File: config.mk
export PLATFORM = sky130hd
export DESIGN_NAME = tdc_tx_scheduler_flat
export DESIGN_NICKNAME = d
export VERILOG_FILES = /design/src/rtl/tdc_tx_scheduler_if.sv /design/src/rtl/tdc_tx_scheduler.sv /design/src/flat_wrapper.sv
export SDC_FILE = /design/constraint.sdc
export NUM_CORES = 1
export LEC_CHECK = 0
export CAP_MARGIN = 40
export CELL_PAD_IN_SITES_DETAIL_PLACEMENT = 1
export CELL_PAD_IN_SITES_GLOBAL_PLACEMENT = 1
export CORE_UTILIZATION = 43
export DETAILED_ROUTE_END_ITERATION = 10
export PLACE_DENSITY = 0.7
export SYNTH_ARGS = -nofsm -noshare
export SYNTH_HDL_FRONTEND = slang
export SYNTH_SLANG_ARGS = --single-unit
File: constraint.sdc
create_clock -name clk_200m -period 19 [get_ports clk_200m]
set_input_delay 2.85 -clock clk_200m [delete_from_list [all_inputs] [get_ports clk_200m]]
set_output_delay 2.85 -clock clk_200m [all_outputs]
set_load 0.01 [all_outputs]
File: src/rtl/tdc_tx_scheduler_if.sv
// Handshake bundle between the TDC/UART environment and the transmit scheduler.
// master = environment (drives measurements and UART busy), slave = scheduler.
interface tdc_tx_scheduler_if #(
    parameter int DEPTH = 8
);
    localparam int LW = $clog2(DEPTH) + 1;

    logic [39:0]   meas_in;
    logic          meas_valid;
    logic          uart_busy;
    logic [39:0]   uart_data;
    logic          uart_start;
    logic [LW-1:0] fifo_level;
    logic [15:0]   drop_count;
    logic          ack_error;

    modport master (
        output meas_in, meas_valid, uart_busy,
        input  uart_data, uart_start, fifo_level, drop_count, ack_error
    );

    modport slave (
        input  meas_in, meas_valid, uart_busy,
        output uart_data, uart_start, fifo_level, drop_count, ack_error
    );
endinterface

File: src/rtl/tdc_tx_scheduler.sv
// Shares one UART transmitter between buffered TDC measurements and periodic
// heartbeat status records {FF, drop_count, seq}; status has strict priority.
module tdc_tx_scheduler #(
    parameter int DEPTH       = 8,
    parameter int HB_PERIOD   = 200000000,
    parameter int ACK_TIMEOUT = 16
) (
    input  logic              clk_200m,
    input  logic              rst_n,
    tdc_tx_scheduler_if.slave bus
);
    localparam int AW  = $clog2(DEPTH);
    localparam int LW  = AW + 1;
    localparam int HBW = (HB_PERIOD > 1) ? $clog2(HB_PERIOD) : 1;
    localparam int TW  = (ACK_TIMEOUT > 1) ? $clog2(ACK_TIMEOUT) : 1;
    localparam logic [39:0] CLAMP_WORD = 40'hFE_FFFF_FFFF;

    typedef enum logic [1:0] {IDLE, LAUNCH, WAIT_ACK, WAIT_DONE} state_t;

    state_t        state_reg, state_next;
    logic [39:0]   mem [DEPTH];
    logic [AW-1:0] wr_ptr_reg, rd_ptr_reg;
    logic [LW-1:0] level_reg, level_next;
    logic [39:0]   uart_data_reg;
    logic [15:0]   drop_reg, drop_next;
    logic [15:0]   seq_reg;
    logic          status_pending_reg;
    logic          ack_error_reg;
    logic [TW-1:0] tmo_reg;

    logic          hb_wrap;
    logic          fifo_full, fifo_empty;
    logic          push, drop, do_pop, sel_status, ack_timeout;
    logic [39:0]   meas_sat;

    // Byte FF in the top position is reserved to mark status records.
    assign meas_sat   = (bus.meas_in[39:32] == 8'hFF) ? CLAMP_WORD : bus.meas_in;
    assign fifo_full  = (level_reg == LW'(DEPTH));
    assign fifo_empty = (level_reg == '0);
    assign push       = bus.meas_valid && (!fifo_full || do_pop);
    assign drop       = bus.meas_valid && fifo_full && !do_pop;

    generate
        if (HB_PERIOD > 0) begin : g_hb
            logic [HBW-1:0] hb_reg;

            always_ff @(posedge clk_200m or negedge rst_n) begin
                if (!rst_n) begin
                    hb_reg <= '0;
                end else if (hb_reg == HBW'(HB_PERIOD - 1)) begin
                    hb_reg <= '0;
                end else begin
                    hb_reg <= hb_reg + 1'b1;
                end
            end

            assign hb_wrap = (hb_reg == HBW'(HB_PERIOD - 1));
        end else begin : g_no_hb
            assign hb_wrap = 1'b0;
        end
    endgenerate

    always_comb begin
        state_next  = state_reg;
        sel_status  = 1'b0;
        do_pop      = 1'b0;
        ack_timeout = 1'b0;
        case (state_reg)
            IDLE: begin
                if (status_pending_reg) begin
                    sel_status = 1'b1;
                    state_next = LAUNCH;
                end else if (!fifo_empty) begin
                    do_pop     = 1'b1;
                    state_next = LAUNCH;
                end
            end
            LAUNCH: state_next = WAIT_ACK;
            WAIT_ACK: begin
                if (bus.uart_busy) begin
                    state_next = WAIT_DONE;
                end else if (tmo_reg == TW'(ACK_TIMEOUT - 1)) begin
                    ack_timeout = 1'b1;
                    state_next  = IDLE;
                end
            end
            WAIT_DONE: begin
                if (!bus.uart_busy) begin
                    state_next = IDLE;
                end
            end
            default: state_next = IDLE;
        endcase
    end

    // A drop in the same cycle as a status launch is the first drop of the new window.
    always_comb begin
        drop_next = drop_reg;
        if (sel_status) begin
            drop_next = drop ? 16'd1 : 16'd0;
        end else if (drop && (drop_reg != 16'hFFFF)) begin
            drop_next = drop_reg + 16'd1;
        end
    end

    assign level_next = level_reg + LW'(push) - LW'(do_pop);

    always_ff @(posedge clk_200m) begin
        if (push) begin
            mem[wr_ptr_reg] <= meas_sat;
        end
    end

    always_ff @(posedge clk_200m or negedge rst_n) begin
        if (!rst_n) begin
            state_reg          <= IDLE;
            wr_ptr_reg         <= '0;
            rd_ptr_reg         <= '0;
            level_reg          <= '0;
            uart_data_reg      <= '0;
            drop_reg           <= '0;
            seq_reg            <= '0;
            status_pending_reg <= 1'b0;
            ack_error_reg      <= 1'b0;
            tmo_reg            <= '0;
        end else begin
            state_reg <= state_next;
            level_reg <= level_next;
            drop_reg  <= drop_next;
            if (push) begin
                wr_ptr_reg <= wr_ptr_reg + 1'b1;
            end
            if (do_pop) begin
                rd_ptr_reg <= rd_ptr_reg + 1'b1;
            end
            if (sel_status) begin
                uart_data_reg <= {8'hFF, drop_reg, seq_reg};
                seq_reg       <= seq_reg + 16'd1;
            end else if (do_pop) begin
                uart_data_reg <= mem[rd_ptr_reg];
            end
            // Clearing wins over a wrap: a wrap while pending is already set is ignored.
            if (sel_status) begin
                status_pending_reg <= 1'b0;
            end else if (hb_wrap) begin
                status_pending_reg <= 1'b1;
            end
            if (ack_timeout) begin
                ack_error_reg <= 1'b1;
            end
            tmo_reg <= (state_reg == WAIT_ACK) ? tmo_reg + 1'b1 : '0;
        end
    end

    assign bus.uart_data  = uart_data_reg;
    assign bus.uart_start = (state_reg == LAUNCH);
    assign bus.fifo_level = level_reg;
    assign bus.drop_count = drop_reg;
    assign bus.ack_error  = ack_error_reg;

endmodule

File: src/flat_wrapper.sv
// flat-port wrapper written by rule: the top's interface ports become plain ports
module tdc_tx_scheduler_flat 
#(
    parameter int DEPTH       = 8,
    parameter int HB_PERIOD   = 200000000,
    parameter int ACK_TIMEOUT = 16
)
  (clk_200m, rst_n, bus_meas_in, bus_meas_valid, bus_uart_busy, bus_uart_data, bus_uart_start, bus_fifo_level, bus_drop_count, bus_ack_error);
  tdc_tx_scheduler_if #(.DEPTH(DEPTH)) bus_i ();
  input  logic clk_200m;
  input  logic rst_n;
  input wire logic [$bits(bus_i.meas_in)-1:0] bus_meas_in;
  input wire logic [$bits(bus_i.meas_valid)-1:0] bus_meas_valid;
  input wire logic [$bits(bus_i.uart_busy)-1:0] bus_uart_busy;
  output wire logic [$bits(bus_i.uart_data)-1:0] bus_uart_data;
  output wire logic [$bits(bus_i.uart_start)-1:0] bus_uart_start;
  output wire logic [$bits(bus_i.fifo_level)-1:0] bus_fifo_level;
  output wire logic [$bits(bus_i.drop_count)-1:0] bus_drop_count;
  output wire logic [$bits(bus_i.ack_error)-1:0] bus_ack_error;
  assign bus_i.meas_in = bus_meas_in;
  assign bus_i.meas_valid = bus_meas_valid;
  assign bus_i.uart_busy = bus_uart_busy;
  assign bus_uart_data = bus_i.uart_data;
  assign bus_uart_start = bus_i.uart_start;
  assign bus_fifo_level = bus_i.fifo_level;
  assign bus_drop_count = bus_i.drop_count;
  assign bus_ack_error = bus_i.ack_error;
  tdc_tx_scheduler #(.DEPTH(DEPTH), .HB_PERIOD(HB_PERIOD), .ACK_TIMEOUT(ACK_TIMEOUT)) u_core (.clk_200m(clk_200m), .rst_n(rst_n), .bus(bus_i));
endmodule
After elaboration in Yosys (flattened, before gate mapping):

Memories as Yosys holds them, arrays and structs flattened.
Index checks and enable logic that the tools add are counted.

* word-level logic and storage cells: 70
* bits in read-only memories: 0
* bits in latches: 0
* output and inout port bits: 62
* memories: 1
* bits of input ports: 44
* RAM bits: 320
* register bits: 118

* mux-type cells: 26
* $mul: 0
* add/subtract/negate cells: 8
* bitwise logic cells: 0
* shift-type cells: 0
* divide/modulo/power cells: 0
* $lt $le $gt $ge: 0
* equal/unequal tests: 11
* reductions and logical operators: 13

Memory list
* u_core.mem: depth 8, bits a word 40, rd ports 1, clocked after Yosys merged registers in 0, write ports 1, RTL line tdc_tx_scheduler.sv:21 `logic [39:0] mem [DEPTH];`

Operators by type and width (number)
* two-way mux 40 bit: 3
* adder 16 x 1 -> 16 bit (second input constant): 2
* two-way mux 16 bit: 2
* adder 28 x 1 -> 28 bit (second input constant): 1
* equality test 28 bit (second input constant): 1
* two-way mux 28 bit: 1
* inequality test 16 bit (second input constant): 1
* two-way mux 1 bit: 13
* two-way mux 2 bit: 5
* equality test 4 bit (second input constant): 2
* equality test 8 bit (second input constant): 1
* case mux 2 bit (4 select lines): 1
* adder 3 x 1 -> 3 bit (second input constant): 2
* inequality test 3 x 2 -> 1 bit (second input constant): 2
* nonzero test 2 bit: 3
* adder 4 x 1 -> 4 bit: 1
* adder 4 x 1 -> 4 bit (second input constant): 1
* equality test 2 bit (second input constant): 2
* logical AND 1 bit: 4
* zero test 4 bit: 1
* two-way mux 4 bit: 1
* subtractor 4 x 1 -> 4 bit: 1
* AND reduction 3 bit: 1
* equality test 2 x 1 -> 1 bit (second input constant): 1
* 4 further kinds: 5

Logic depth before layout (Yosys ltp):

Gate-level depths: netlist of run 1.

* word-level depth: 9
* gate-level depth with buffers: 11
* depth with buffers taken out: 10

Least setup slack after synthesis of run 1:

OpenSTA, ideal clock, no wires.

* path type: in2reg
* start: in bus_meas_valid
* end: mem u_core.mem[2][0], enable pin
* buffers on the path: 0
* required time: 18.449 ns
* arrival: 7.152 ns
* stages on the path: 2
* setup time: 0.551 ns
* setup slack: 11.297 ns
* path through: nand2_1 nor4b_1

* cells in the longest elaborated chain, start to end: 3

RTL lines
* start, declared: RTL line flat_wrapper.sv:13 `input wire logic [$bits(bus_i.meas_valid)-1:0] bus_meas_valid;`
* logical AND 1 bit: RTL line tdc_tx_scheduler.sv:40 `assign push = bus.meas_valid && (!fifo_full || do_pop);`
* two-way mux 1 bit: RTL line tdc_tx_scheduler.sv:109 `if (push) begin`
* two-way mux 1 bit (not written as such): RTL line tdc_tx_scheduler.sv:110 `mem[wr_ptr_reg] <= meas_sat;`
* end, declared: RTL line tdc_tx_scheduler.sv:21

No other way between the ends.

Final worst setup path of run 1:

* start: reg u_core.state_reg[0]
* end: out bus_uart_start

* cells in the longest elaborated chain, start to end: 1

RTL lines
* start, declared: RTL line tdc_tx_scheduler.sv:20 `state_t state_reg, state_next;`
* start signal, assigned: RTL line tdc_tx_scheduler.sv:127 `state_reg <= state_next;`
* equality test 2 x 1 -> 1 bit: RTL line tdc_tx_scheduler.sv:156 `assign bus.uart_start = (state_reg == LAUNCH);`
* end, declared: RTL line flat_wrapper.sv:16 `output wire logic [$bits(bus_i.uart_start)-1:0] bus_uart_start;`

No other way between the ends.

==> results of run 1 <==
## cells by family (layout without fill, tap and decap cells)
group,Yosys count,count (layout)
and+or+nand+nor,230,230
muxes,130,130
adders and majority gates,13,13
xor gates and xnor gates,37,37
AOI/OAI and AO/OA,131,131
buffers and inverters,85,232
DFF,438,438
## area by class of cell
cell class | count | share of cell area [%]
sequential | 438 | 59.54
multi-input combinational | 541 | 23.59
timing repair buffer | 126 | 5.980
clock buffer | 58 | 5.856
tap | 532 | 3.153
clock inverter | 28 | 1.517
inverter | 20 | 0.3556
## layout by cell type, fill, tap and decap left out, drive strengths merged, types with 6 or more instances in the layout
cell type,instances
inv,23
nor3,20
nand3,27
ha,12
nand4,18
clkinv,18
nand2,51
and4,10
or4,12
and3,8
mux4,80
o21ai,38
nor2,18
a21oi,30
a22oi,30
xor2,20
mux2i,49
or2,42
dfrtp,118
clkdlybuf4s50,104
buf,22
bufinv,6
clkbuf,58
xnor2,17
edfxtp,320
o31ai,8
## worst min path at each step
stage,endpoint,slack [ns],depth (start not counted)
after CTS,u_core.tmo_reg[0],0.47,1
after detailed placement,u_core.tmo_reg[0],0.46,1
after global placement,u_core.tmo_reg[0],0.45,1
after floorplan,u_core.tmo_reg[0],0.43,1
after global routing,u_core.seq_reg[15],0.49,1
final,u_core.tmo_reg[0],0.47,1
## worst register-to-register path, stage by stage (launching register included)
cell and delay [ns]:
dfrtp_1 0.51, nor2_1 0.12, a2111o_1 0.42, buf_4 0.27, inv_1 0.68, ha_1 0.37
inv_1 0.06, ha_1 0.17, inv_1 0.07, fa_1 0.38, xnor2_1 0.13
## per-layer routing
| layer | track usage, % | vias to the layer above | part of all wire [%] |
|---|---|---|---|
| met2 | 33.19 | 241 | 48 |
| met3 | 3.437 | 68 | 4.4 |
| met1 | 29.17 | 5310 | 45 |
| li1 | - | 4403 | - |
| met4 | 6.058 | 0 | 2.3 |
| met5 | 0 | - | 0 |
## synth_stat cells (2+ instances only)
cell type  number
or4_4           2
xor2_1         20
o21a_1          2
a2111o_1        3
inv_1          19
or2_2          42
and2_1          2
xnor2_1        17
mux4_2         80
mux2i_1        49
o21ai_0        38
dfrtp_1       118
nor4b_1         4
edfxtp_1      320
a22oi_1        30
nor3_1         20
nor3b_1         3
nor4_1          5
nand4_1        18
nor2b_1         4
and4_1          9
clkbuf_1       41
buf_1           9
a21oi_1        29
or4_1          10
nand2_1        51
and3_1          8
a211oi_1        3
o41ai_1         2
ha_1           12
nand2b_1        2
nor2_1         18
o221ai_1        2
a2111oi_0       4
nand3_1        27
o31ai_1         8
a31oi_1         4
buf_2          14
## power by group through the flow
stage	Clock [mW]	Combinational (mW)	Sequential [mW]
floorplan	0	0.543	1.32
global placement	0	0.840	1.36
detailed placement	0	0.863	1.37
CTS	0.942	0.871	1.36
global route	0.972	0.923	1.37
finish	0.924	0.856	1.35
## metrics by stage
stage	std cells	cell area [µm²]	worst slack, ns	hold WS (ns)	util [%]
after global routing	1743	21110	14.25	0.4933	51.70
final	1743	21110	14.33	0.4687	51.70
after global placement	1652	19460	13.50	0.4481	47.66
after CTS	1743	21110	14.28	0.4662	51.70
after detailed placement	1657	19560	13.75	0.4582	47.89
after floorplan	1064	17820	11.30	0.4331	-
==> results.md, run 1 <==
Worst setup path:
- The slowest stage of the critical path belongs to the cell clkdlybuf4s50_1.
- Counting both buffers and inverters, the worst setup path holds a total of 1.
- The type of the worst setup path is register to output port.
- The arrival time of the worst setup path is 1.82 ns.
- For flop-to-flop paths, the worst setup slack is 15.71 ns.
- Walking the worst path, the cells encountered are nor2b_1 > clkdlybuf4s50_1.
- Measured in cells, the most critical reg-to-reg path has a length of 10.
- The required time at the worst-slack endpoint is 16.15 ns.
- The critical path starts at u_core.state_reg[0].
- The delay of the slowest cell on the worst path is 0.60 ns.
- The endpoint class of the critical path is an output port.
- The maximum fanout count along the critical path is 7.
- The logic depth of the worst path, buffers included is 2.
- The top cell family by delay on the critical path is buffers and inverters.
- The startpoint of the worst-slack reg-to-reg timing path is u_core.bus.fifo_level[1].
- The kind of start point of the critical path is a register.
- The worst register-to-register path ends at u_core.bus.fifo_level[2].
- The termination of the worst setup path is bus_uart_start.

Layout:
- 0 antenna diodes ended up in the layout.
- The multi-input logic area is 4981 µm².
- The flip-flop count of the largest register, all copies and words added is 320.
- The net count of the finished layout is 1230.
- The area added between synthesis and finish is 18.47%.
- Counting the fill cells in the layout gives 3799.
- The fraction of final layout cells sized beyond drive strength 1 is 20.07%.
- The area used by sequential logic in the layout is 12570 µm².

Power:
- The clock network burns 29.5% of the power.
- In this run the power density over the cells is 148.3 nW/µm².
- In this run, the combinational gates consume 27.3% of the power.
- Cell internal power was estimated by the tool at 2.168 mW.
- The leakage power is 7.478 nW.
- Summed over all nets, the switching power comes to 0.9631 mW.
- The completed layout was analyzed and its total power is 3.131 mW.
- The peak supply drop is 0.00007874 V.
- The switching power as a share of total power is 30.76%.
- The sequential fraction of design power is 43.2%.

Placed design:
- The routability-driven placement congestion ratio is 0.7781.
- The quantity of I/O buffers inserted on ports is 105.
- The placed wire-length estimate is 25440 µm.

STA:
- The final hold violation count was 0.
- Counting I/O delays and the setup requirement, the final critical path takes 4.665 ns.
- The number of max-slew violations in the final report is 0.
- Setup repair after global routing left no endpoint under its margin.
- For the final routed database, the setup TNS stands at 0 ns.
- Setup violations remaining at the end of the flow were counted as 0.
- The largest clock skew in the final design is 0.01611 ns.
- At the pin with the least slew margin, the transition time is 0.8462 ns.
- The share of the clock period used by the worst path is 24.55%.
- The worst max-slew margin expressed relative to the limit is 43.59%.
- Timing would allow up to 214.4 MHz.

Run status:
- The flow ran to the end, and the final reports show no timing, DRC or antenna violations.

Clock network:
- The CTS tree is done.
- In this run, post-CTS repair resized a total of 0 instances.
- In this run the clock root is driven by a clkbuf_16.
- The number of clock buffers added by TritonCTS is 46.
- Clock-pin slew was measured on the worst setup and hold paths at 0.06 ns.
- The buffer count from post-CTS setup fixing is 0.
- The maximum clock path buffer count is 3.
- The number of clock sinks is 438.
- For the worst-skew pair, the clock arrives at the later sink with an insertion delay of 0.58 ns.
- For this design, the CTS-stage hold fixing added 0 buffers.
- The number of levels the H-tree was split into is 2.

GRT:
- The total overflow left after global routing is 0.
- The global-route usage over all layers is 20.71%.
- The number of global-route vias before repair was 10355.
- Entering global routing, the biggest net connects 60 pins.
- The global-route wire length before repair is 64580 µm.
- The number of antenna violations at the first check in global routing came to 2.

Synth:
- The post-synth net total is 1121.
- The proportion of synthesized flip-flops having asynchronous set or reset is 26.94%.
- Summing the areas of all xor and xnor instances in the mapped netlist gives 1.818% of the synthesized area.
- The most used flip-flop cell after synthesis is edfxtp_1.
- The mean post-synth cell area is 16.75 µm².
- After synthesis, the netlist uses 53 different library cells.
- The cell area after synthesis is 17820 µm².
- After synthesis, the share of cell area in mux cells is 12.93%.
- Counting flops and latches in the post-synthesis netlist gives 438.
- The simple-gate share of the synthesized area is 7.168%.
- The fraction of the mapped netlist area in adder cells is 0.9549%.
- The share of the Yosys chip area taken by registers is 70.49%.
- The biggest area consumer among synthesized cells is edfxtp_1.
- The warning count from the yosys run is 0.
- The dominant combinational cell family by area after synthesis is multiplexers.
- The gate count of the mapped netlist is 1064.
- Yosys attributes the largest share of cell area to edfxtp_1 (54%), dfrtp_1 (17%), mux4_2 (10%).
- The number of enable-type register cells in the synthesized netlist is 320.
- The share of the synthesized area in compound gates (AO/OA/AOI/OAI) is 4.711%.
- The area share of the leading cell type in the synthesized netlist is 53.92%.

Die:
- The die is 205.6 µm wide.
- The floorplan step defined a core boundary enclosing 40830 µm².
- Once the floorplan was initialized, standard cells occupied 43.64% of the core.
- The initialized floorplan defines 74 standard-cell rows.
- The vertical die dimension is 205.6 µm.
- The I/O pin count is 106.
- The full die area is 42260 µm².

Detailed routing:
- The detailed router's first-iteration violation count is 855.
- The total via count in the routed design is 10022.
- In the routed layout, each cell is associated on average with a via count of 5.750.
- The count of nets left with antenna violations after detail routing is 0.
- After detailed routing, the average wire length per cell comes to 24.50 µm.
- The routed wire length is 42710 µm.
- In the routed design, unresolved DRC markers number 0.
- The length of the first detailed-routing pass in iterations is 4.

Min path:
- The startpoint of the lowest-slack hold path is u_core.tmo_reg[0].
- The min-delay analysis places its worst path in the category register to register.

Flow run:
- Max-cap violations in this run came to 0.
No activity file was read; power rests on OpenSTA's default activity.
==> run 2, diff against run 1 <==
==> constraint.sdc (replaced) <==
create_clock -name clk_200m -period 4.5 [get_ports clk_200m]
set_input_delay 0.675 -clock clk_200m [delete_from_list [all_inputs] [get_ports clk_200m]]
set_output_delay 0.675 -clock clk_200m [all_outputs]
set_load 0.01 [all_outputs]
==> run 2 against run 1 <==
Against the previous run: combinational power grew to 4.3 times the previous value; die area stayed put; critical path type is now register to register; register-to-register slack worse by 15 ns; core utilization is 0.15 points higher; clock power grew to 4.2 times the previous value.
==> results.md, run 2 (synthesis gave the netlist of run 1 again) <==
Worst setup path:
- The number of cells on the worst reg-to-reg path is 9.
- In this design, the stage delay of the slowest critical-path cell is 0.58 ns.
- Traced cell by cell, the critical path runs through inv_1 > ha_1 > or4_1 > nand3_1 > nand2_1 > inv_2 > nand2_1 > nor3b_4 > buf_4.
- The worst register-to-register path begins at u_core.bus.fifo_level[2].
- The critical path in this run is classified as register to register.
- The endpoint class of the critical path is a register.
- For the worst setup path, the data required time is 4.69 ns.
- By instance count, the cell type seen most on the critical path is nand2_1.
- In this run the critical register-to-register path is captured at u_core.mem[6][28].
- The maximum fanout count along the critical path is 40.
- The largest individual stage delay along the critical path comes from the cell or4_1.
- Across all register-to-register paths, the minimum setup slack is 1.17 ns.
- The arrival time of the worst setup path is 3.52 ns.
- The worst setup path is launched from a register.

Power:
- Registers are responsible for 43.1% of the overall power.
- The power dissipated by switching net loads is 4.100 mW.
- The part of the total power dissipated in the clock network is 28.9%.
- In this run switching power makes up 30.84% of total power.
- The power density relative to cell area is 627.9 nW/µm².
- The peak supply drop is 0.0003428 V.
- The fraction of power consumed by combinational cells is 28.0%.
- The leakage power is 7.499 nW.
- Cell internal power was estimated by the tool at 9.195 mW.
- The post-route total power is 13.29 mW.

Clock network:
- Counting every sink on the clock net gives 438.
- The clock latency reported for the late side of the worst-skew pair is 0.56 ns.
- The clock buffer count from CTS is 46.
- The longest clock path from root to sink contains 3 buffers.
- Once the clock tree was built, the setup fixing pass inserted 0 buffers.
- The clock-pin transition on the worst setup and hold timing paths is 0.06 ns.
- The post-cts hold buffer count is 0.
- The H-tree was split into 2 levels.
- After clock tree synthesis, the repair step resized 0 gates.
- TritonCTS built the clock tree.
- The root buffer cell chosen for the clock tree is clkbuf_16.

Placed design:
- The routability-driven placement congestion ratio is 0.8065.
- Summing all placed instances gives a cell area of 19630 µm².
- The placed wire-length estimate is 26900 µm.
- The quantity of I/O buffers inserted on ports is 105.

Layout:
- The filler cell count in the final layout is 3804.
- The register with the most flip-flops in the layout has 320 of them.
- Registers take 12570 µm².
- The most common cell after layout, fill and taps aside is edfxtp_1.
- The area added between synthesis and finish is 18.81%.
- Cells with a size suffix above 1 make up 19.70% of the layout.
- After routing the design area is 21170 µm².
- The net count of the finished layout is 1234.
- 0 antenna diodes ended up in the layout.
- The multi-input logic area is 5025 µm².
- The top cell types in the final layout, fill and taps aside, are edfxtp_1 (320), dfrtp_1 (115), clkdlybuf4s50_1 (104).

Detailed routing:
- The routed wire length is 42140 µm.
- Dividing the detail-routed via count by the number of cells gives 5.653.
- The detailed router's first-iteration violation count is 658.
- Summing over every cut layer, the via total after detailed routing is 9865.
- The first TritonRoute pass finished after 4 iterations.
- Once detail routing completed, the nets flagged for antenna violations numbered 0.
- The detailed-route wire length per cell is 24.15 µm.
- The post-route DRC violation count is 0.

GRT:
- The pin count of the biggest net entering global routing is 58.
- The number of global-route vias before repair is 10455.
- After global routing the overflow that remains totals 0.
- For this run, the total global-route usage over all layers was measured as 20.67%.
- The number of antenna violations at the first check in global routing was 0.
- The first global-routing pass estimated 64860 µm of wire.

Die:
- The floorplan has 74 rows.
- The initial utilization of the core area, before any placement, comes to 43.64%.
- The full die area is 42260 µm².
- The horizontal extent of the die is 205.6 µm.
- From bottom edge to top edge, the die measures 205.6 µm.
- During I/O placement, the number of pins put on the boundary was 106.
- The placeable core region is 40830 µm².

STA:
- For the pin with the worst max-slew slack, the measured transition is 0.8121 ns.
- The share of the clock period used by the worst path is 74.02%.
- The total setup violations reported at the end of the flow is 0.
- Timing would allow up to 300.2 MHz.
- The final hold violation count came to 0.
- In this run the tightest slew margin relative to its limit is 45.86%.
- The post-route minimum period is 3.331 ns.
- Setup repair after global routing left no endpoint under its margin.
- Summed over all failing endpoints, the final setup total negative slack is 0 ns.
- The number of max-slew violations in the final report was 0.
- The clock arrives with 0.01239 ns of skew.

Flow run:
- Across the run, the number of max-cap violations was 0.

Min path:
- In this run the worst hold path is classified as primary input to asynchronous set/reset pin.

Run status:
- The run finished with clean final reports.
run 2: final cells by class:
class	count	share of cell area (%)
inverter	20	0.3546
tap	532	3.144
multi-input combinational	541	23.73
clock buffer	59	5.862
sequential	438	59.37
clock inverter	25	1.406
timing repair buffer	130	6.128
run 2: per-layer routing:
layer	part of all wire (%)	up-vias	routed length (µm)	global-route usage, %
li1	-	4403	-	-
met1	46	5251	19500	29.32
met2	49	166	20710	34.11
met3	3.0	45	1281	2.724
met4	1.5	0	648	4.603
met5	0	-	0	0
run 2: through the flow:
stage               worst slack (ns)  util [%]  hold slack (ns)  cells
floorplan                     0.2726         -           0.3794   1064
global route                  0.9402     51.85           0.2413   1745
finish                         1.169     51.85           0.1838   1745
detailed placement             1.192     48.08           0.4649   1661
global placement               1.328     47.99           0.4553   1659
CTS                            1.121     51.85           0.2081   1745
run 2: worst max-delay path, delay by kind of cell (launching register included):
family                   cells  cell delay [ns]
flip-flops                   1             0.35
adder cells (fa/ha/maj)      1             0.24
buffers and inverters        3             0.84
AND/OR/NAND/NOR              5             1.51
run 2: worst max-delay path by stage:
stage,start,slack (ns),endpoint
floorplan,u_core.bus.fifo_level[2],0.27,u_core.mem[2][0]
global placement,u_core.bus.fifo_level[2],1.33,u_core.mem[6][22]
detailed placement,u_core.bus.fifo_level[2],1.19,u_core.mem[5][25]
CTS,u_core.bus.fifo_level[2],1.12,u_core.mem[6][28]
global route,u_core.bus.fifo_level[2],0.94,u_core.mem[6][14]
finish,u_core.bus.fifo_level[2],1.17,u_core.mem[6][28]
run 2: power by group through the flow:
stage,Sequential [mW],Combinational (mW),Clock [mW]
floorplan,5.56,2.30,0
global placement,5.84,3.59,0
detailed placement,5.81,3.77,0
CTS,5.74,3.80,3.92
global route,5.81,4.02,4.05
finish,5.73,3.72,3.84
